==> src/rtl/moesi_snoop_arbiter_if.sv <==
// Request/snoop-bus bundle between the per-core MOESI controllers and the snoop arbiter.
// slave = arbiter side, master = requesters plus bus-completion source.
interface moesi_snoop_arbiter_if #(
   parameter  int NUM_CORES = 4,
   parameter  int ADDR_W    = 32,
   localparam int SRC_W     = $clog2(NUM_CORES)
);
   logic [NUM_CORES-1:0]        req_valid;
   logic [2*NUM_CORES-1:0]      req_op;
   logic [ADDR_W*NUM_CORES-1:0] req_addr;
   logic [NUM_CORES-1:0]        req_ready;
   logic                        bus_valid;
   logic [1:0]                  bus_op;
   logic [ADDR_W-1:0]           bus_addr;
   logic [SRC_W-1:0]            bus_src;
   logic                        bus_done;
   logic                        busy;
   logic                        timeout_err;

   modport slave (
      input  req_valid, req_op, req_addr, bus_done,
      output req_ready, bus_valid, bus_op, bus_addr, bus_src, busy, timeout_err
   );

   modport master (
      output req_valid, req_op, req_addr, bus_done,
      input  req_ready, bus_valid, bus_op, bus_addr, bus_src, busy, timeout_err
   );
endinterface

==> src/rtl/moesi_snoop_arbiter.sv <==
// Round-robin snoop-bus arbiter: grants one coherence request at a time, broadcasts it,
// holds the bus until bus_done, and raises a sticky flag if the transaction hangs.
module moesi_snoop_arbiter #(
   parameter  int NUM_CORES = 4,
   parameter  int ADDR_W    = 32,
   parameter  int TIMEOUT   = 255,
   localparam int SRC_W     = $clog2(NUM_CORES)
) (
   input logic                  clk,
   input logic                  rst_n,
   moesi_snoop_arbiter_if.slave bus_if
);

   typedef enum logic [1:0] {
      S_IDLE  = 2'd0,
      S_ISSUE = 2'd1,
      S_WAIT  = 2'd2
   } state_e;

   localparam logic [15:0] TMO = 16'(TIMEOUT);

   state_e               state_q, state_d;
   logic [SRC_W-1:0]     ptr_q, ptr_d;
   logic [SRC_W-1:0]     src_q, src_d;
   logic [1:0]           op_q, op_d;
   logic [ADDR_W-1:0]    addr_q, addr_d;
   logic [NUM_CORES-1:0] rdy_q, rdy_d;
   logic [15:0]          cnt_q, cnt_d;
   logic                 err_q, err_d;

   logic                 gnt_found;
   logic [SRC_W-1:0]     gnt_idx;
   logic [1:0]           gnt_op;
   logic [ADDR_W-1:0]    gnt_addr;

   // Two passes instead of a rotate: first set bit at or above ptr, else first set bit overall.
   always_comb begin
      gnt_found = 1'b0;
      gnt_idx   = '0;
      for (int unsigned j = 0; j < NUM_CORES; j++) begin
         if (!gnt_found && (SRC_W'(j) >= ptr_q) && bus_if.req_valid[j]) begin
            gnt_found = 1'b1;
            gnt_idx   = SRC_W'(j);
         end
      end
      for (int unsigned j = 0; j < NUM_CORES; j++) begin
         if (!gnt_found && bus_if.req_valid[j]) begin
            gnt_found = 1'b1;
            gnt_idx   = SRC_W'(j);
         end
      end
   end

   always_comb begin
      gnt_op   = '0;
      gnt_addr = '0;
      for (int unsigned j = 0; j < NUM_CORES; j++) begin
         if (SRC_W'(j) == gnt_idx) begin
            gnt_op   = bus_if.req_op[2*j +: 2];
            gnt_addr = bus_if.req_addr[ADDR_W*j +: ADDR_W];
         end
      end
   end

   always_comb begin
      state_d = state_q;
      ptr_d   = ptr_q;
      src_d   = src_q;
      op_d    = op_q;
      addr_d  = addr_q;
      rdy_d   = '0;
      cnt_d   = cnt_q;
      err_d   = err_q;

      unique case (state_q)
         S_IDLE: begin
            if (gnt_found) begin
               src_d   = gnt_idx;
               op_d    = gnt_op;
               addr_d  = gnt_addr;
               rdy_d   = NUM_CORES'(1) << gnt_idx;
               ptr_d   = (gnt_idx == SRC_W'(NUM_CORES-1)) ? '0 : gnt_idx + 1'b1;
               state_d = S_ISSUE;
            end
         end
         S_ISSUE: begin
            if (bus_if.bus_done) begin
               cnt_d   = '0;
               state_d = S_IDLE;
            end else begin
               // ISSUE counts as the first watchdog cycle so the limit lands at ISSUE+TIMEOUT.
               cnt_d   = 16'd1;
               state_d = S_WAIT;
            end
         end
         S_WAIT: begin
            if (bus_if.bus_done) begin
               cnt_d   = '0;
               state_d = S_IDLE;
            end else if (cnt_q >= TMO) begin
               err_d   = 1'b1;
               cnt_d   = '0;
               state_d = S_IDLE;
            end else begin
               cnt_d   = cnt_q + 16'd1;
            end
         end
         default: begin
            state_d = S_IDLE;
            cnt_d   = '0;
         end
      endcase
   end

   always_ff @(posedge clk or negedge rst_n) begin
      if (!rst_n) begin
         state_q <= S_IDLE;
         ptr_q   <= '0;
         src_q   <= '0;
         op_q    <= '0;
         addr_q  <= '0;
         rdy_q   <= '0;
         cnt_q   <= '0;
         err_q   <= 1'b0;
      end else begin
         state_q <= state_d;
         ptr_q   <= ptr_d;
         src_q   <= src_d;
         op_q    <= op_d;
         addr_q  <= addr_d;
         rdy_q   <= rdy_d;
         cnt_q   <= cnt_d;
         err_q   <= err_d;
      end
   end

   assign bus_if.req_ready   = rdy_q;
   assign bus_if.bus_valid   = (state_q == S_ISSUE);
   assign bus_if.bus_op      = op_q;
   assign bus_if.bus_addr    = addr_q;
   assign bus_if.bus_src     = src_q;
   assign bus_if.busy        = (state_q != S_IDLE);
   assign bus_if.timeout_err = err_q;

endmodule

==> src/flat_wrapper.sv <==
// flat-port wrapper written by rule: the top's interface ports become plain ports
module moesi_snoop_arbiter_flat 
#(
   parameter  int NUM_CORES = 4,
   parameter  int ADDR_W    = 32,
   parameter  int TIMEOUT   = 255,
   localparam int SRC_W     = $clog2(NUM_CORES)
)
  (clk, rst_n, bus_if_req_valid, bus_if_req_op, bus_if_req_addr, bus_if_bus_done, bus_if_req_ready, bus_if_bus_valid, bus_if_bus_op, bus_if_bus_addr, bus_if_bus_src, bus_if_busy, bus_if_timeout_err);
  moesi_snoop_arbiter_if #(.NUM_CORES(NUM_CORES), .ADDR_W(ADDR_W)) bus_if_i ();
  input logic clk;
  input logic rst_n;
  input wire logic [$bits(bus_if_i.req_valid)-1:0] bus_if_req_valid;
  input wire logic [$bits(bus_if_i.req_op)-1:0] bus_if_req_op;
  input wire logic [$bits(bus_if_i.req_addr)-1:0] bus_if_req_addr;
  input wire logic [$bits(bus_if_i.bus_done)-1:0] bus_if_bus_done;
  output wire logic [$bits(bus_if_i.req_ready)-1:0] bus_if_req_ready;
  output wire logic [$bits(bus_if_i.bus_valid)-1:0] bus_if_bus_valid;
  output wire logic [$bits(bus_if_i.bus_op)-1:0] bus_if_bus_op;
  output wire logic [$bits(bus_if_i.bus_addr)-1:0] bus_if_bus_addr;
  output wire logic [$bits(bus_if_i.bus_src)-1:0] bus_if_bus_src;
  output wire logic [$bits(bus_if_i.busy)-1:0] bus_if_busy;
  output wire logic [$bits(bus_if_i.timeout_err)-1:0] bus_if_timeout_err;
  assign bus_if_i.req_valid = bus_if_req_valid;
  assign bus_if_i.req_op = bus_if_req_op;
  assign bus_if_i.req_addr = bus_if_req_addr;
  assign bus_if_i.bus_done = bus_if_bus_done;
  assign bus_if_req_ready = bus_if_i.req_ready;
  assign bus_if_bus_valid = bus_if_i.bus_valid;
  assign bus_if_bus_op = bus_if_i.bus_op;
  assign bus_if_bus_addr = bus_if_i.bus_addr;
  assign bus_if_bus_src = bus_if_i.bus_src;
  assign bus_if_busy = bus_if_i.busy;
  assign bus_if_timeout_err = bus_if_i.timeout_err;
  moesi_snoop_arbiter #(.NUM_CORES(NUM_CORES), .ADDR_W(ADDR_W), .TIMEOUT(TIMEOUT)) u_core (.clk(clk), .rst_n(rst_n), .bus_if(bus_if_i));
endmodule
==> config.mk <==
export PLATFORM = sky130hd
export DESIGN_NAME = moesi_snoop_arbiter_flat
export DESIGN_NICKNAME = d
export VERILOG_FILES = /design/src/rtl/moesi_snoop_arbiter_if.sv /design/src/rtl/moesi_snoop_arbiter.sv /design/src/flat_wrapper.sv
export SDC_FILE = /design/constraint.sdc
export NUM_CORES = 1
export LEC_CHECK = 0
export ABC_AREA = 0
export BUFFER_PORTS_ARGS = -buffer_cell sky130_fd_sc_hd__buf_2
export CAP_MARGIN = 20
export CORE_MARGIN = 2
export CORE_UTILIZATION = 46
export DETAILED_ROUTE_END_ITERATION = 10
export MAX_ROUTING_LAYER = met4
export PLACE_DENSITY = 0.81
export SYNTH_ARGS = -nofsm -noshare
export SYNTH_HDL_FRONTEND = slang
export SYNTH_SLANG_ARGS = --single-unit
==> constraint.sdc <==
create_clock -name clk -period 2.5 [get_ports clk]
set_input_delay 0.5 -clock clk [delete_from_list [all_inputs] [get_ports clk]]
set_output_delay 0.5 -clock clk [all_outputs]
set_load 0.1 [all_outputs]
==> out/metrics.yaml <==
initial_core_util: 0.472
cts_tree: "done"
crit_chain: "nand2_1, a21oi_1, or3_1, ha_1, nor2b_2, buf_4, a221oi_1, a211o_1, a31oi_1"
timing_worst_slew_pin_value_ns: 0.560
cellPowerDensity_nw_per_um2: 1570
grt_pass1_wl_um: 17700
cts_root_buf: "clkbuf_8"
syn_nets: 565
synth-main-ff-cell: "dfrtp_1"
ff2ff_path_depth: 9
p_int_w: 0.00306
synth_edf_count: 0
reg2reg_from: "u_core.ptr_q[1]"
grt_pass1_vias: 3803
grt-ovfl-total: 0
r2r_slack_ns: 0.21
grt_setup_unrepaired: "no"
cts_resized: 0
power.switching_w: 0.00465
synth-seq-cells: 61
io_buffers: 185
grt_max_degree: 62
startpoint_type: "flip-flop"
fillerInstances: 674
cts_hold_buffers: 0
worstSetupEndpointType: "flip-flop"
dp_hpwl_um: 8400
timing.final.crit_share: 0.918
post_cts_buffers: 0
routedWlPerCell_um: 16.2
crit_fanout: 12
ant_nets: 0
rows: 32
htreeDepth: 3
cpPeakStageDelay_ns: 0.44
die_x_um: 92.8
hold_class: "input pin to asynchronous set/reset pin"
yosysSeqAreaShare: 0.421
dr.pass1.iters: 5
syn_inst: 414
r2r_end: "u_core.bus_if.bus_addr[12]"
ir_worst_vdd_mv: 1.10
cp_slowest_cell: "or3_1"
drt-initial-drc-count: 295
ios: 186
cap_violations: 0
antennaDiodeCount: 0
synthArstFlopShare: 1.00
swShare: 0.603
skew_ns: 0.00904
hold_viol_final: 0
clock-sinks: 61
globalplace.congestion: 0.912
required_ns: 2.70
via_per_inst: 5.67
vias: 3938
drive_gt1_frac: 0.384
p_clk_frac: 0.093
finalNonFillerCells: 695
cts_buffers: 9
combPwrFrac: 0.700
fin_nets: 741
status: "complete, no violations"
synthTopCellsByArea: "dfrtp_1 (42%), a211o_1 (8.2%), a221oi_1 (8.2%)"
clock_latency_ns: 0.33
synth_area_um2: 3630
clk_pin_slew_ns: 0.07
seq_power_share: 0.207
cp_top_family: "simple AND/OR/NAND/NOR gates"
yosysTopAreaCell: "dfrtp_1"
area_delta_synth_final_pct: 35.3
synth.distinct_cells: 46
yosys_warnings: 0
final-setup-viol-count: 0
timing.fmax_mhz: 436
synth_top_area_share: 0.421
die_area_um2: 8610
arrival_ns: 2.50
tns_ns: 0
max-slew-margin-rel: 0.626
p_leak_nw: 2.47
clk_path_buf_depth: 2
wirelength_um: 11300
antenna_found_initial: 0
drc_errors: 0
min_period_ns: 2.29
avgSynthCellArea_um2: 8.76
slew_violations: 0
dp_cells: 681
path_class: "flip-flop to flip-flop"
fp.dieH_um: 92.8
path_buf_inv: 1
grtUsageTotal: 0.264
core-area_um2: 7690
## Yosys cell counts, drive strengths merged, types with 2 or more instances
library cell and number:
o21ai 4, nor4 4, nand2 45, a21oi 6
ha 8, nand2b 3, a31oi 36, a221oi 34
clkbuf 29, a32oi 2, dfrtp 61, nor2 48
o211ai 2, nor3 3, or4 2, xnor2 3
nand3 6, nand4 6, and2 8, a211o 34
inv 40, buf 8, nor2b 7
## metrics by stage
stage | cell area, um^2 | setup WS, ns | hold slack [ns] | power, W | util
floorplan | 3630 | 0.0335 | 0.204 | 0.00583 | -
global placement | 4760 | -0.0614 | 0.440 | 0.00690 | 0.619
detailed placement | 4760 | -0.108 | 0.452 | 0.00701 | 0.619
CTS | 4900 | 0.174 | 0.177 | 0.00772 | 0.638
global route | 4910 | 0.00842 | 0.203 | 0.00813 | 0.638
finish | 4910 | 0.205 | 0.168 | 0.00771 | 0.638
## sequential cells by signal (all words and copies together) (netlist names)
signal / count
u_core.bus_if.bus_src: 2
u_core.bus_if.bus_op: 2
u_core.state_q: 2
u_core.cnt_q: 16
u_core.bus_if.req_ready: 4
u_core.ptr_q: 2
u_core.bus_if.bus_addr: 32
u_core.bus_if.timeout_err: 1
## power by group through the flow
stage	Clock [W]	Combinational, W	Sequential [W]
final	0.000716	0.00540	0.00160
after global routing	0.000765	0.00573	0.00164
after CTS	0.000717	0.00540	0.00160
after detailed placement	0	0.00541	0.00160
after global placement	0	0.00530	0.00160
after floorplan	0	0.00193	0.00390
## kinds of logic (layout without fill, tap and decap cells)
| group | after synthesis | count (layout) | share of synthesized area |
|---|---|---|---|
| flip-flops | 61 | 61 | 0.421 |
| AO/OA/AOI/OAI | 125 | 125 | 0.274 |
| AND/OR/NAND/NOR | 138 | 138 | 0.180 |
| buffers and inverters | 77 | 256 | 0.0835 |
| multiplexers | 2 | 2 | 0.00587 |
| XOR/XNOR | 3 | 3 | 0.00725 |
| adder cells (fa/ha/maj) | 8 | 8 | 0.0276 |
## routing by layer
metal	GRT usage	share of wire	vias up
li1	-	-	1847
met1	0.328	0.39	1906
met2	0.429	0.52	164
met3	0.0504	0.066	21
met4	0.102	0.019	0
met5	-	0	-
## worst max-delay path by stage
stage | startpoint | end | slack, ns | cells past startpoint
after floorplan | bus_if_req_valid[2] | u_core.bus_if.bus_addr[10] | 0.03 | 12
after global placement | bus_if_req_valid[2] | u_core.bus_if.bus_addr[17] | -0.06 | 10
after detailed placement | bus_if_req_valid[2] | u_core.bus_if.bus_addr[17] | -0.11 | 10
after CTS | u_core.ptr_q[1] | u_core.bus_if.bus_addr[17] | 0.17 | 9
after global routing | u_core.ptr_q[1] | u_core.bus_if.bus_addr[17] | 0.008 | 10
final | u_core.ptr_q[1] | u_core.bus_if.bus_addr[12] | 0.21 | 9
## layout make-up
| class | count | area, um^2 | share of cell area |
|---|---|---|---|
| multi-input combinational | 276 | 1810 | 0.369 |
| clock inverter | 3 | 15.0 | 0.00306 |
| inverter | 40 | 150 | 0.0306 |
| clock buffer | 11 | 131 | 0.0268 |
| sequential | 61 | 1530 | 0.311 |
| tap | 102 | 128 | 0.0260 |
| timing repair buffer | 202 | 1140 | 0.233 |
## cell usage in the layout, fill, tap and decap left out, types with 7 or more instances in the layout
cell type,n
and2_1,7
a211o_1,34
buf_4,9
clkbuf_8,9
inv_1,40
buf_12,7
nand2_1,44
a221oi_1,34
dfrtp_1,61
buf_2,185
a31oi_1,35
nor2_1,46
Power figures use the tool's default switching activity.
